[src/rtl/alu_seq_pkg.sv]
// alu_seq_pkg: shared state encoding, opcode constants and instruction field map
// for the ALU instruction sequencer. Rev 1.0
`default_nettype none

package alu_seq_pkg;

  typedef enum logic [2:0] {
    S_IDLE   = 3'd0,
    S_LOAD_A = 3'd1,
    S_LOAD_B = 3'd2,
    S_EXEC   = 3'd3,
    S_WRITE  = 3'd4,
    S_DONE   = 3'd5
  } state_t;

  localparam logic [3:0] OP_CMP = 4'hF;

  // Instruction word layout: [15:12] op, [11] mode, [10:8] dst, [7:5] src2, [7:0] imm
  localparam int OPC_LSB  = 12;
  localparam int OPC_W    = 4;
  localparam int MODE_BIT = 11;
  localparam int DST_LSB  = 8;
  localparam int SRC2_LSB = 5;
  localparam int IMM_W    = 8;

  localparam logic MODE_IMM = 1'b1;

endpackage

`default_nettype wire

[src/rtl/alu_seq_fsm_dec.sv]
// reg_onehot_dec: register index to one-hot enable, valid when the index
// names an existing register. Rev 1.0
`default_nettype none

module reg_onehot_dec
  import alu_seq_pkg::*;
#(
  parameter int NUM_REGS = 6,
  parameter int SEL_W    = 3
) (
  input  logic [SEL_W-1:0]    idx_i,
  output logic [NUM_REGS-1:0] onehot_o,
  output logic                valid_o
);

  for (genvar i = 0; i < NUM_REGS; i++) begin : g_bit
    assign onehot_o[i] = (idx_i == SEL_W'(i));
  end

  // Out-of-range indices light no bit, so an empty vector means illegal.
  assign valid_o = |onehot_o;

endmodule

`default_nettype wire

[src/rtl/alu_seq_fsm.sv]
// alu_seq_fsm: sequences one ALU instruction per start request over the shared
// bus; all outputs are registered alongside the state. Rev 1.0
`default_nettype none

module alu_seq_fsm
  import alu_seq_pkg::*;
#(
  parameter int DATA_W       = 16,
  parameter int NUM_REGS     = 6,
  parameter int SEL_W        = 3,
  parameter bit SIGN_EXT_IMM = 1'b1
) (
  input  logic                clk_i,
  input  logic                rst_ni,
  input  logic                start_i,
  input  logic [DATA_W-1:0]   instr_i,
  output logic                busy_o,
  output logic [3:0]          alu_op_o,
  output logic                alu_in1_o,
  output logic                alu_in2_o,
  output logic                alu_outlatch_o,
  output logic                alu_out_en_o,
  output logic                imm_out_o,
  output logic [DATA_W-1:0]   imm_value_o,
  output logic [NUM_REGS-1:0] reg_in_o,
  output logic [NUM_REGS-1:0] reg_out_o,
  output logic                pc_inc_o,
  output logic                done_o,
  output logic                err_o
);

  state_t                state_q;
  logic [DATA_W-1:0]     instr_q;
  logic                  busy_q;
  logic [3:0]            alu_op_q;
  logic                  alu_in1_q;
  logic                  alu_in2_q;
  logic                  alu_outlatch_q;
  logic                  alu_out_en_q;
  logic                  imm_out_q;
  logic [DATA_W-1:0]     imm_value_q;
  logic [NUM_REGS-1:0]   reg_in_q;
  logic [NUM_REGS-1:0]   reg_out_q;
  logic                  pc_inc_q;
  logic                  done_q;
  logic                  err_q;

  // In IDLE the live instruction is decoded so the accept edge can load the
  // first cycle's strobes; afterwards the latched copy is decoded.
  logic [DATA_W-1:0]     instr_d;
  logic [NUM_REGS-1:0]   dst_oh_d;
  logic [NUM_REGS-1:0]   src2_oh_d;
  logic                  dst_ok_d;
  logic                  src2_ok_d;
  logic                  mode_imm_d;
  logic                  illegal_d;
  logic [DATA_W-1:0]     imm_ext_d;

  assign instr_d    = (state_q == S_IDLE) ? instr_i : instr_q;
  assign mode_imm_d = (instr_d[MODE_BIT] == MODE_IMM);
  assign illegal_d  = !dst_ok_d || (!mode_imm_d && !src2_ok_d);
  assign imm_ext_d  = {{(DATA_W-IMM_W){instr_d[IMM_W-1] & SIGN_EXT_IMM}},
                       instr_d[IMM_W-1:0]};

  reg_onehot_dec #(
    .NUM_REGS (NUM_REGS),
    .SEL_W    (SEL_W)
  ) u_dst_dec (
    .idx_i    (instr_d[DST_LSB +: SEL_W]),
    .onehot_o (dst_oh_d),
    .valid_o  (dst_ok_d)
  );

  reg_onehot_dec #(
    .NUM_REGS (NUM_REGS),
    .SEL_W    (SEL_W)
  ) u_src2_dec (
    .idx_i    (instr_d[SRC2_LSB +: SEL_W]),
    .onehot_o (src2_oh_d),
    .valid_o  (src2_ok_d)
  );

  always_ff @(posedge clk_i or negedge rst_ni) begin
    if (!rst_ni) begin
      state_q        <= S_IDLE;
      instr_q        <= '0;
      busy_q         <= 1'b0;
      alu_op_q       <= '0;
      alu_in1_q      <= 1'b0;
      alu_in2_q      <= 1'b0;
      alu_outlatch_q <= 1'b0;
      alu_out_en_q   <= 1'b0;
      imm_out_q      <= 1'b0;
      imm_value_q    <= '0;
      reg_in_q       <= '0;
      reg_out_q      <= '0;
      pc_inc_q       <= 1'b0;
      done_q         <= 1'b0;
      err_q          <= 1'b0;
    end else begin
      alu_in1_q      <= 1'b0;
      alu_in2_q      <= 1'b0;
      alu_outlatch_q <= 1'b0;
      alu_out_en_q   <= 1'b0;
      imm_out_q      <= 1'b0;
      reg_in_q       <= '0;
      reg_out_q      <= '0;
      pc_inc_q       <= 1'b0;
      done_q         <= 1'b0;

      case (state_q)
        S_IDLE: begin
          if (start_i) begin
            instr_q     <= instr_i;
            busy_q      <= 1'b1;
            alu_op_q    <= instr_d[OPC_LSB +: OPC_W];
            imm_value_q <= imm_ext_d;
            err_q       <= illegal_d;
            if (illegal_d) begin
              state_q  <= S_DONE;
              done_q   <= 1'b1;
              pc_inc_q <= 1'b1;
            end else begin
              state_q   <= S_LOAD_A;
              reg_out_q <= dst_oh_d;
              alu_in1_q <= 1'b1;
            end
          end
        end

        S_LOAD_A: begin
          state_q   <= S_LOAD_B;
          alu_in2_q <= 1'b1;
          if (mode_imm_d) begin
            imm_out_q <= 1'b1;
          end else begin
            reg_out_q <= src2_oh_d;
          end
        end

        S_LOAD_B: begin
          state_q        <= S_EXEC;
          alu_outlatch_q <= 1'b1;
        end

        S_EXEC: begin
          // Compare only updates the ALU flags, so there is no write-back.
          if (alu_op_q == OP_CMP) begin
            state_q  <= S_DONE;
            done_q   <= 1'b1;
            pc_inc_q <= 1'b1;
          end else begin
            state_q      <= S_WRITE;
            alu_out_en_q <= 1'b1;
            reg_in_q     <= dst_oh_d;
          end
        end

        S_WRITE: begin
          state_q  <= S_DONE;
          done_q   <= 1'b1;
          pc_inc_q <= 1'b1;
        end

        S_DONE: begin
          state_q     <= S_IDLE;
          busy_q      <= 1'b0;
          alu_op_q    <= '0;
          imm_value_q <= '0;
        end

        default: begin
          state_q <= S_IDLE;
          busy_q  <= 1'b0;
        end
      endcase
    end
  end

  assign busy_o         = busy_q;
  assign alu_op_o       = alu_op_q;
  assign alu_in1_o      = alu_in1_q;
  assign alu_in2_o      = alu_in2_q;
  assign alu_outlatch_o = alu_outlatch_q;
  assign alu_out_en_o   = alu_out_en_q;
  assign imm_out_o      = imm_out_q;
  assign imm_value_o    = imm_value_q;
  assign reg_in_o       = reg_in_q;
  assign reg_out_o      = reg_out_q;
  assign pc_inc_o       = pc_inc_q;
  assign done_o         = done_q;
  assign err_o          = err_q;

endmodule

`default_nettype wire
[config.mk]
export PLATFORM = sky130hd
export DESIGN_NAME = alu_seq_fsm
export DESIGN_NICKNAME = d
export VERILOG_FILES = /design/src/rtl/alu_seq_pkg.sv /design/src/rtl/alu_seq_fsm_dec.sv /design/src/rtl/alu_seq_fsm.sv
export SDC_FILE = /design/constraint.sdc
export NUM_CORES = 1
export LEC_CHECK = 0
export BUFFER_PORTS_ARGS = -buffer_cell sky130_fd_sc_hd__buf_2
export CAP_MARGIN = 20
export CORE_UTILIZATION = 40
export DETAILED_ROUTE_END_ITERATION = 10
export GPL_ROUTABILITY_DRIVEN = 0
export PLACE_DENSITY = 0.69
export SLEW_MARGIN = 40
export SYNTH_ARGS = -nofsm -noshare
export SYNTH_HDL_FRONTEND = slang
export SYNTH_SLANG_ARGS = --single-unit
[constraint.sdc]
create_clock -name clk_i -period 1.8 [get_ports clk_i]
set_input_delay 0.18 -clock clk_i [delete_from_list [all_inputs] [get_ports clk_i]]
set_output_delay 0.18 -clock clk_i [all_outputs]
set_load 0.03 [all_outputs]
==> results of run 1 <==
-- worst paths after layout --
path                             endpoint  slack [ns]      startpoint  cells past startpoint
max in group asynchronous      state_q[2]        0.96          rst_ni                      3
hold reg to reg            imm_value_o[2]        0.49  imm_value_o[2]                      1
setup reg to reg             reg_out_o[0]        0.12      state_q[1]                      4
min in group asynchronous    alu_out_en_o        0.47          rst_ni                      3
setup / recovery             reg_out_o[0]        0.12      state_q[1]                      4
hold / removal             imm_value_o[2]        0.10      instr_i[2]                      2
-- power by group through the flow --
| stage | logic (W) | clock network (W) | registers (W) |
|---|---|---|---|
| 6_report | 0.00209 | 0.000742 | 0.00149 |
| 5_1_grt | 0.00226 | 0.000806 | 0.00155 |
| 4_1_cts | 0.00210 | 0.000763 | 0.00150 |
| 3_5_place_dp | 0.00210 | 0 | 0.00150 |
| 3_3_place_gp | 0.00207 | 0 | 0.00150 |
| 2_1_floorplan | 0.00118 | 0 | 0.00192 |
-- metal layers --
| metal | part of all wire (%) | wire (um) |
|---|---|---|
| met4 | 1.6 | 61 |
| met5 | 0 | 0 |
| met3 | 6.8 | 259 |
| met2 | 45 | 1700 |
| met1 | 47 | 1767 |
-- state kept, by name, indices dropped and copies added, names as in the netlist --
signal / flops
done_o: 1
alu_op_o: 4
instr_q: 7
busy_o: 1
alu_in2_o: 1
alu_out_en_o: 1
alu_in1_o: 1
reg_in_o: 6
alu_outlatch_o: 1
imm_value_o: 8
err_o: 1
reg_out_o: 6
imm_out_o: 1
state_q: 3
-- layout make-up --
type,instances,area [sq um]
repair buffers,68,365.4
well taps,52,65.06
multi-input cells,104,671.9
clock inverters,1,30.03
clock buffers,6,82.58
flip-flops and latches,42,1051
fillers,400,2107
inverters,3,11.26
-- layout by cell type (no fill, tap or decap), types with 2 or more instances in the layout --
cell type and instances:
and3b_1 2, or3b_1 2, mux2i_1 9, inv_1 3, nor2_1 9, o22ai_1 4, or3_1 2, buf_4 8
and2_1 2, clkbuf_8 6, nand3b_1 2, nand2b_1 3, nand2_1 26, buf_2 59, nor4_1 2, o21ai_0 2
nor2b_1 5, dfrtp_1 42, a32o_1 2, or4b_1 2, nor3_1 7, a22o_1 12
-- metrics by stage --
step	instances	area [sq um]	util, %
final	276	2277	51.94
after global routing	276	2277	51.94
after CTS	276	2272	51.83
after detailed placement	268	2150	49.03
after global placement	268	2150	49.03
after floorplan	168	1836	-
-- timing repair --
item,in CTS,in global routing
hold endpoints to repair,42,0
gates resized for setup,0,1
buffers inserted,0,0
hold buffers,1,0
setup endpoints to repair,0,2
-- logic make-up (layout without fill, tap and decap cells) --
group	after synthesis	after routing	share of synthesized area [%]
buffers and inverters	22	78	6.748
AOI/OAI and AO/OA	24	24	10.57
muxes	10	10	5.522
and+or+nand+nor	69	69	19.43
DFF	42	42	57.26
xor gates and xnor gates	1	1	0.4773
==> results.py, run 1 <==
metrics = {
    "clocking": {
        "cts_htree_levels": 2,
        "clk_transition_reported_paths_ns": 0.07,
        "cts_tree": "yes",
        "clock-sinks": 42,
        "numCtsBuffers": 5,
        "cts_max_path_buffers": 2,
        "root_buffer": "clkbuf_8",
        "insertion_delay_ns": 0.29,
    },
    "setup_path": {
        "crit_arrival_ns": 1.89,
        "critPathKind": "register to register",
        "crit_path_max_incr_delay_ns": 0.54,
        "worstPathCellList": "or4b_1 -> buf_4 -> or3_1 -> o22ai_1",
        "path_max_fanout": 10,
        "worst-path-buf-inv": 1,
        "startpoint_type": "register",
        "cp_top_family": "simple AND/OR/NAND/NOR gates",
        "required_ns": 2.01,
        "end_kind": "register",
        "cp_slowest_cell": "or4b_1",
    },
    "sta": {
        "maxSlewHeadroom_pct": 65.18,
        "setup_ws_ns": 0.1230,
        "fin_tns_setup_ns": 0,
        "rsz0062_at_grt": "no",
        "finalMaxSlewViolations": 0,
        "clock_skew_ns": 0.004082,
        "period_share_pct": 93.16,
        "hold_viol": 0,
        "setup_viol": 0,
        "worst_pin_slew_ns": 0.5223,
        "fmax_mhz": 596.3,
        "hold_ws_ns": 0.1044,
        "fin_crit_ns": 1.677,
    },
    "synth": {
        "seq_area_frac_synth_pct": 57.26,
        "ys_ff_latch": 42,
        "synth_top_cell_area_share_pct": 57.26,
        "synthFlopType": "dfrtp_1",
        "syn_area_per_cell_sq_um": 10.93,
        "synth_area_sq_um": 1836,
        "yosys-top-cells-count": "dfrtp_1, nand2_1, a22o_1",
        "synth_edf_count": 0,
        "syn_inst": 168,
        "synth_most_common_cell": "dfrtp_1",
        "syn_nets": 187,
        "yosysTopAreaCell": "dfrtp_1",
        "async_flop_share_pct": 100.0,
        "synth-warning-count": 0,
        "synth_cell_types": 32,
        "synth_top_cells_by_area": "dfrtp_1, a22o_1, nand2_1, mux2i_1, buf_4",
    },
    "global_routing": {
        "grt_pass1_vias": 1353,
        "grt_util_met2_pct": 25.89,
        "grt.met1_usage_pct": 23.25,
        "grt_busiest_layer": "met2",
        "grt_pass1_wl_um": 6451,
        "grt_usage_pct": 17.16,
        "grt.overflow.total": 0,
        "grt_max_degree": 43,
        "antenna_found_initial": 0,
        "use_met3_pct": 5.233,
    },
    "die": {
        "std_cell_rows": 24,
        "die-area_sq_um": 4864,
        "die_w_um": 69.74,
        "core-area_sq_um": 4384,
        "start_util_pct": 41.87,
        "io_pins": 60,
        "die_y_um": 69.74,
    },
    "power_and_ir_drop": {
        "clock_power_share_pct": 17.2,
        "ir_drop_v": 0.0008742,
        "power_switching_w": 0.001870,
        "p_leak_nw": 1.216,
        "seq_power_share_pct": 34.5,
        "p_total_w": 0.004322,
        "pwr_density_cell_nw_per_um2": 1898,
        "combPwrFrac_pct": 48.3,
        "p_int_w": 0.002452,
        "p_sw_share_pct": 43.27,
    },
    "drt": {
        "first_iter_violations": 85,
        "avgRoutedWirePerCell_um": 13.73,
        "vias_per_cell": 5.036,
        "wirelength_um": 3789,
        "remaining_drc_errors": 0,
        "first_pass_iters": 4,
        "via_count": 1390,
        "ant_nets": 0,
    },
    "outcome": {
        "outcome": "finished, final reports clean",
    },
    "final_layout": {
        "final_layout_size_suffix_gt1_share_pct": 34.82,
        "nets": 243,
        "area.growth.synth_to_final_pct": 24.06,
        "antennaDiodeCount": 0,
    },
    "job": {
        "cap_violations": 0,
    },
    "placement": {
        "dp_hpwl_um": 2669,
        "place_ws_ns": 0.1352,
        "place.port_buffers": 59,
    },
    "worst_hold_path": {
        "hp-class": "primary input to register",
    },
}
Note: power is estimated with default switching activity, not from simulation.
==> run 2: changes to the inputs <==
--- a/config.mk
+++ b/config.mk
@@ -7,10 +7,11 @@
 export LEC_CHECK = 0
 export BUFFER_PORTS_ARGS = -buffer_cell sky130_fd_sc_hd__buf_2
 export CAP_MARGIN = 20
-export CORE_UTILIZATION = 40
+export CORE_UTILIZATION = 44
 export DETAILED_ROUTE_END_ITERATION = 10
 export GPL_ROUTABILITY_DRIVEN = 0
-export PLACE_DENSITY = 0.69
+export MAX_ROUTING_LAYER = met4
+export PLACE_DENSITY = 0.75
 export SLEW_MARGIN = 40
 export SYNTH_ARGS = -nofsm -noshare
 export SYNTH_HDL_FRONTEND = slang
==> run 2 against run 1 <==
Compared with the run above: setup slack got worse by 0.025 ns; sequential cell count stayed put; die area is 8.8% lower; sequential share of layout area down 0.50 points; cell area increased by 1.2%; maximum frequency is 1.5% lower; critical path type unchanged; largest cell class unchanged; largest power group unchanged.
==> results.py, run 2 (synthesized netlist as in run 1, its figures left out) <==
metrics = {
    "setup_path": {
        "critPathKind": "register to register",
        "cp_slowest_cell": "or4b_4",
        "crit_arrival_ns": 1.91,
        "path_max_fanout": 10,
        "required_ns": 2.01,
        "worst-path-buf-inv": 1,
        "cp_top_family": "simple AND/OR/NAND/NOR gates",
        "startpoint_type": "register",
        "worstPathCellList": "or4b_4 -> buf_4 -> or3_1 -> o22ai_1",
        "crit_path_max_incr_delay_ns": 0.54,
        "end_kind": "register",
    },
    "power_and_ir_drop": {
        "ir_drop_v": 0.001197,
        "pwr_density_cell_nw_per_um2": 1952,
        "p_leak_nw": 1.230,
    },
    "drt": {
        "vias_per_cell": 5.160,
        "via_count": 1419,
        "first_iter_violations": 62,
        "wirelength_um": 3714,
        "ant_nets": 0,
        "first_pass_iters": 4,
        "remaining_drc_errors": 0,
        "avgRoutedWirePerCell_um": 13.51,
    },
    "clocking": {
        "clk_transition_reported_paths_ns": 0.08,
        "cts_tree": "yes",
        "clock-sinks": 42,
        "numCtsBuffers": 5,
        "cts_max_path_buffers": 2,
        "root_buffer": "clkbuf_8",
        "insertion_delay_ns": 0.30,
        "cts_htree_levels": 2,
    },
    "sta": {
        "finalMaxSlewViolations": 0,
        "fin_crit_ns": 1.702,
        "clock_skew_ns": 0.009470,
        "fin_tns_setup_ns": 0,
        "hold_viol": 0,
        "setup_viol": 0,
        "fmax_mhz": 587.4,
        "maxSlewHeadroom_pct": 66.76,
        "period_share_pct": 94.58,
        "rsz0062_at_grt": "no",
        "worst_pin_slew_ns": 0.4987,
        "hold_ws_ns": 0.09058,
    },
    "global_routing": {
        "grt.overflow.total": 0,
        "grt_pass1_wl_um": 5892,
        "grt_pass1_vias": 1281,
        "antenna_found_initial": 0,
        "grt_max_degree": 43,
        "grt_usage_pct": 19.05,
    },
    "job": {
        "cap_violations": 0,
    },
    "final_layout": {
        "most-common-layout-cells": "buf_2, dfrtp_1, nand2_1",
        "antennaDiodeCount": 0,
        "fillers": 352,
        "nets": 243,
        "largest_reg_flops": 8,
        "area.growth.synth_to_final_pct": 25.56,
        "final_layout_size_suffix_gt1_share_pct": 35.56,
        "final_common_cell": "buf_2",
    },
    "die": {
        "std_cell_rows": 23,
        "die_y_um": 66.59,
        "core-area_sq_um": 4000,
        "die_w_um": 66.59,
        "start_util_pct": 45.89,
        "die-area_sq_um": 4434,
        "io_pins": 60,
    },
    "placement": {
        "dp_hpwl_um": 2578,
        "place.port_buffers": 59,
    },
    "worst_hold_path": {
        "hp-class": "primary input to register",
    },
    "outcome": {
        "outcome": "finished, final reports clean",
    },
}
-- run 2: changes by cell type in the layout (fill, tap and decap cells not counted), sizes merged --
cell,delta
bufinv,+1
-- run 2: final timing paths --
check,startpoint,to,slack (ns),cells past startpoint
setup / recovery,state_q[1],reg_out_o[1],0.1,4
hold / removal,instr_i[11],instr_q[11],0.09,3
setup reg to reg,state_q[1],reg_out_o[1],0.1,4
hold reg to reg,imm_value_o[4],imm_value_o[4],0.50,1
max in group asynchronous,rst_ni,state_q[2],0.97,3
min in group asynchronous,rst_ni,reg_in_o[5],0.47,3
-- run 2: worst register-to-register path: cells and delay by family, from the launching register on --
kind	cells	cell delay (ns)
and+or+nand+nor	2	0.92
DFF	1	0.41
buffers and inverters	1	0.19
AOI/OAI and AO/OA	1	0.12
-- run 2: power breakdown --
part | internal, W | leakage [nW] | switching [W]
Combinational | 0.000739 | 0.614 | 0.00134
Clock | 0.000591 | 0.0714 | 0.000316
Sequential | 0.00127 | 0.545 | 0.000236
-- run 2: layout make-up --
| cell class | count | area [sq um] | share of cell area, % |
|---|---|---|---|
| Clock buffer | 6 | 82.58 | 3.583 |
| Clock inverter | 2 | 60.06 | 2.606 |
| Inverter | 3 | 11.26 | 0.4886 |
| Multi-Input combinational cell | 104 | 670.6 | 29.10 |
| Sequential cell | 42 | 1052 | 45.66 |
| Tap cell | 50 | 62.56 | 2.714 |
| Timing Repair Buffer | 68 | 365.4 | 15.85 |
-- run 2: through the flow --
step                      utilization, %  std cells  area [sq um]  setup slack [ns]  total power (W)
after detailed placement           53.49        265          2140            0.1224         0.003583
after floorplan                        -        168          1836            0.1236         0.003101
after global routing               57.62        275          2305          0.001688         0.004772
after CTS                          57.30        274          2292           0.08966         0.004496
final                              57.62        275          2305           0.09756         0.004499
after global placement             53.49        265          2140            0.1518         0.003545
-- run 2: timing repair --
item / CTS / global route
resized for setup: 0 / 2
hold buffers: 1 / 0
buffers inserted: 0 / 1
setup endpoints to repair: 0 / 1
endpoints found under the hold margin: 42 / 0
-- run 2: routing by layer --
| layer | global-route usage [%] | wire length [um] | up-vias | share of wire, % |
|---|---|---|---|---|
| met3 | 6.507 | 210 | 7 | 5.7 |
| met4 | 6.915 | 51 | 0 | 1.4 |
| met1 | 23.56 | 1759 | 679 | 47 |
| met5 | - | 0 | - | 0 |
| met2 | 28.91 | 1692 | 49 | 46 |
| li1 | - | - | 684 | - |
==> run 3: changes to the inputs <==
--- a/config.mk
+++ b/config.mk
@@ -8,10 +8,12 @@
 export BUFFER_PORTS_ARGS = -buffer_cell sky130_fd_sc_hd__buf_2
 export CAP_MARGIN = 20
 export CORE_UTILIZATION = 44
+export CTS_CLUSTER_SIZE = 28
 export DETAILED_ROUTE_END_ITERATION = 10
 export GPL_ROUTABILITY_DRIVEN = 0
 export MAX_ROUTING_LAYER = met4
 export PLACE_DENSITY = 0.75
+export SETUP_SLACK_MARGIN = 0.4
 export SLEW_MARGIN = 40
 export SYNTH_ARGS = -nofsm -noshare
 export SYNTH_HDL_FRONTEND = slang
==> run 3 against run 2 <==
Compared with the run above: maximum frequency up 2.0%; core utilization increased by 6.0 points; global-route usage rose by 1.7 points; register-to-register slack better by 0.03 ns; critical path type unchanged; sequential cell count unchanged; largest power group unchanged; cell area increased by 10%; via count up 4.9%; total power grew 7.2%.
==> results.py, run 3 (synthesized netlist as in run 1, its figures left out) <==
metrics = {
    "power_and_ir_drop": {
        "pwr_density_cell_nw_per_um2": 1896,
        "ir_drop_v": 0.001021,
        "p_leak_nw": 1.280,
        "p_total_w": 0.004823,
    },
    "drt": {
        "wirelength_um": 4432,
        "first_pass_iters": 4,
        "vias_per_cell": 5.299,
        "ant_nets": 0,
        "remaining_drc_errors": 0,
        "avgRoutedWirePerCell_um": 15.77,
        "first_iter_violations": 83,
        "via_count": 1489,
    },
    "clocking": {
        "numCtsBuffers": 5,
        "clock-sinks": 42,
        "insertion_delay_ns": 0.29,
        "cts_tree": "yes",
        "cts_htree_levels": 2,
        "root_buffer": "clkbuf_8",
        "cts_max_path_buffers": 2,
        "clk_transition_reported_paths_ns": 0.07,
    },
    "global_routing": {
        "grt_usage_pct": 20.75,
        "grt_pass1_wl_um": 6437,
        "antenna_found_initial": 0,
        "grt_max_degree": 43,
        "grt.overflow.total": 0,
        "grt_pass1_vias": 1394,
    },
    "sta": {
        "hold_viol": 0,
        "maxSlewHeadroom_pct": 75.32,
        "fin_tns_setup_ns": 0,
        "fmax_mhz": 599.4,
        "rsz0062_at_grt": "yes",
        "fin_crit_ns": 1.668,
        "worst_pin_slew_ns": 0.3702,
        "finalMaxSlewViolations": 0,
        "period_share_pct": 92.69,
        "setup_viol": 0,
        "clock_skew_ns": 0.004779,
    },
    "setup_path": {
        "required_ns": 2.02,
        "r2r_slack_ns": 0.13,
        "timing.rr.start": "state_q[0]",
        "crit_start": "state_q[0]",
        "path_depth": 3,
        "worstPathCellList": "or4b_4 -> or4b_4 -> o22ai_2",
        "path_max_fanout": 2,
        "cp_top_family": "simple AND/OR/NAND/NOR gates",
        "reg2reg_depth": 3,
        "worst-path-buf-inv": 0,
        "cpMostUsedCell": "or4b_4",
        "reg2reg_to": "reg_out_o[5]",
        "cp_slowest_cell": "or4b_4",
        "startpoint_type": "register",
        "endpoint": "reg_out_o[5]",
        "crit_path_max_incr_delay_ns": 0.55,
        "crit_arrival_ns": 1.89,
        "end_kind": "register",
        "critPathKind": "register to register",
    },
    "worst_hold_path": {
        "hp-class": "primary input to register",
        "min_from": "instr_i[11]",
    },
    "die": {
        "die-area_sq_um": 4434,
        "core-area_sq_um": 4000,
        "die_y_um": 66.59,
        "io_pins": 60,
        "start_util_pct": 45.89,
        "die_w_um": 66.59,
        "std_cell_rows": 23,
    },
    "final_layout": {
        "area.growth.synth_to_final_pct": 38.58,
        "largest_reg_flops": 8,
        "antennaDiodeCount": 0,
        "nets": 250,
        "most-common-layout-cells": "buf_2, dfrtp_1, nand2_1",
        "final_layout_size_suffix_gt1_share_pct": 47.62,
        "final_common_cell": "buf_2",
    },
    "job": {
        "cap_violations": 0,
    },
    "placement": {
        "dp_hpwl_um": 2690,
        "place.port_buffers": 59,
    },
    "outcome": {
        "outcome": "finished, final reports clean",
    },
}
==> run 3: changes by cell type in the layout (fill, tap and decap cells not counted), moves of 3 or more <==
cell / change
o22ai_1: -4
o22ai_2: +4
buf_4: -3
mux2i_1: -7
buf_6: +5
nor3_4: +3
nand2_2: +5
nor3_1: -3
buf_12: +3
mux2i_4: +4
nand2_1: -7
mux2i_2: +3
==> run 3: layout make-up <==
type | count | area (sq um)
clock buffers | 7 | 76.32
fillers | 302 | 1456
inverters | 3 | 11.26
multi-input cells | 105 | 868.3
flip-flops and latches | 42 | 1051
well taps | 50 | 62.56
repair buffers | 74 | 474.2
==> run 3: report_power, final <==
part | leakage, nW | internal [W] | switching (W)
sequential | 0.546 | 0.00127 | 0.000259
clock | 0.0383 | 0.000267 | 0.000294
combinational | 0.695 | 0.00112 | 0.00161
==> run 3: worst min path at each step <==
stage | endpoint | slack, ns | cells past startpoint
after floorplan | alu_in1_o | -0.12 | 0
after global placement | alu_out_en_o | 0.17 | 2
after detailed placement | alu_out_en_o | 0.17 | 2
after CTS | instr_q[11] | 0.08 | 3
after global routing | instr_q[11] | 0.09 | 3
final | instr_q[11] | 0.08 | 3
==> run 3: per-stage QoR <==
step                utilization, %  setup slack, ns  hold slack (ns)  instance area (sq um)  instances
global placement             54.33           0.1687           0.1667                   2173        266
detailed placement           54.33           0.1361           0.1692                   2173        266
finish                       63.59           0.1316          0.08278                   2544        281
CTS                          59.77           0.1305          0.07760                   2391        276
floorplan                        -           0.2247          -0.1156                   1858        168
global route                 63.59          0.09916          0.08588                   2544        281
==> run 3: routing by layer <==
metal	wire length [um]	global-route usage (%)	vias up	part of all wire (%)
li1	-	-	706	-
met1	1879	24.47	713	42
met2	2242	33.46	60	51
met3	218	4.281	10	4.9
met4	91	10.64	0	2.1
met5	0	-	-	0
==> run 3: worst min-delay path, stage by stage <==
cell and delay, ns:
buf_2 0.08, nand2_1 0.04, nand2_1 0.04
==> run 3: timing repair <==
action,CTS,global route
endpoints found under the hold margin,42,0
gates resized for setup,20,24
setup endpoints to repair,26,31
buffers inserted,2,4
cloned,0,1
hold buffers,1,0
pin swaps,2,9
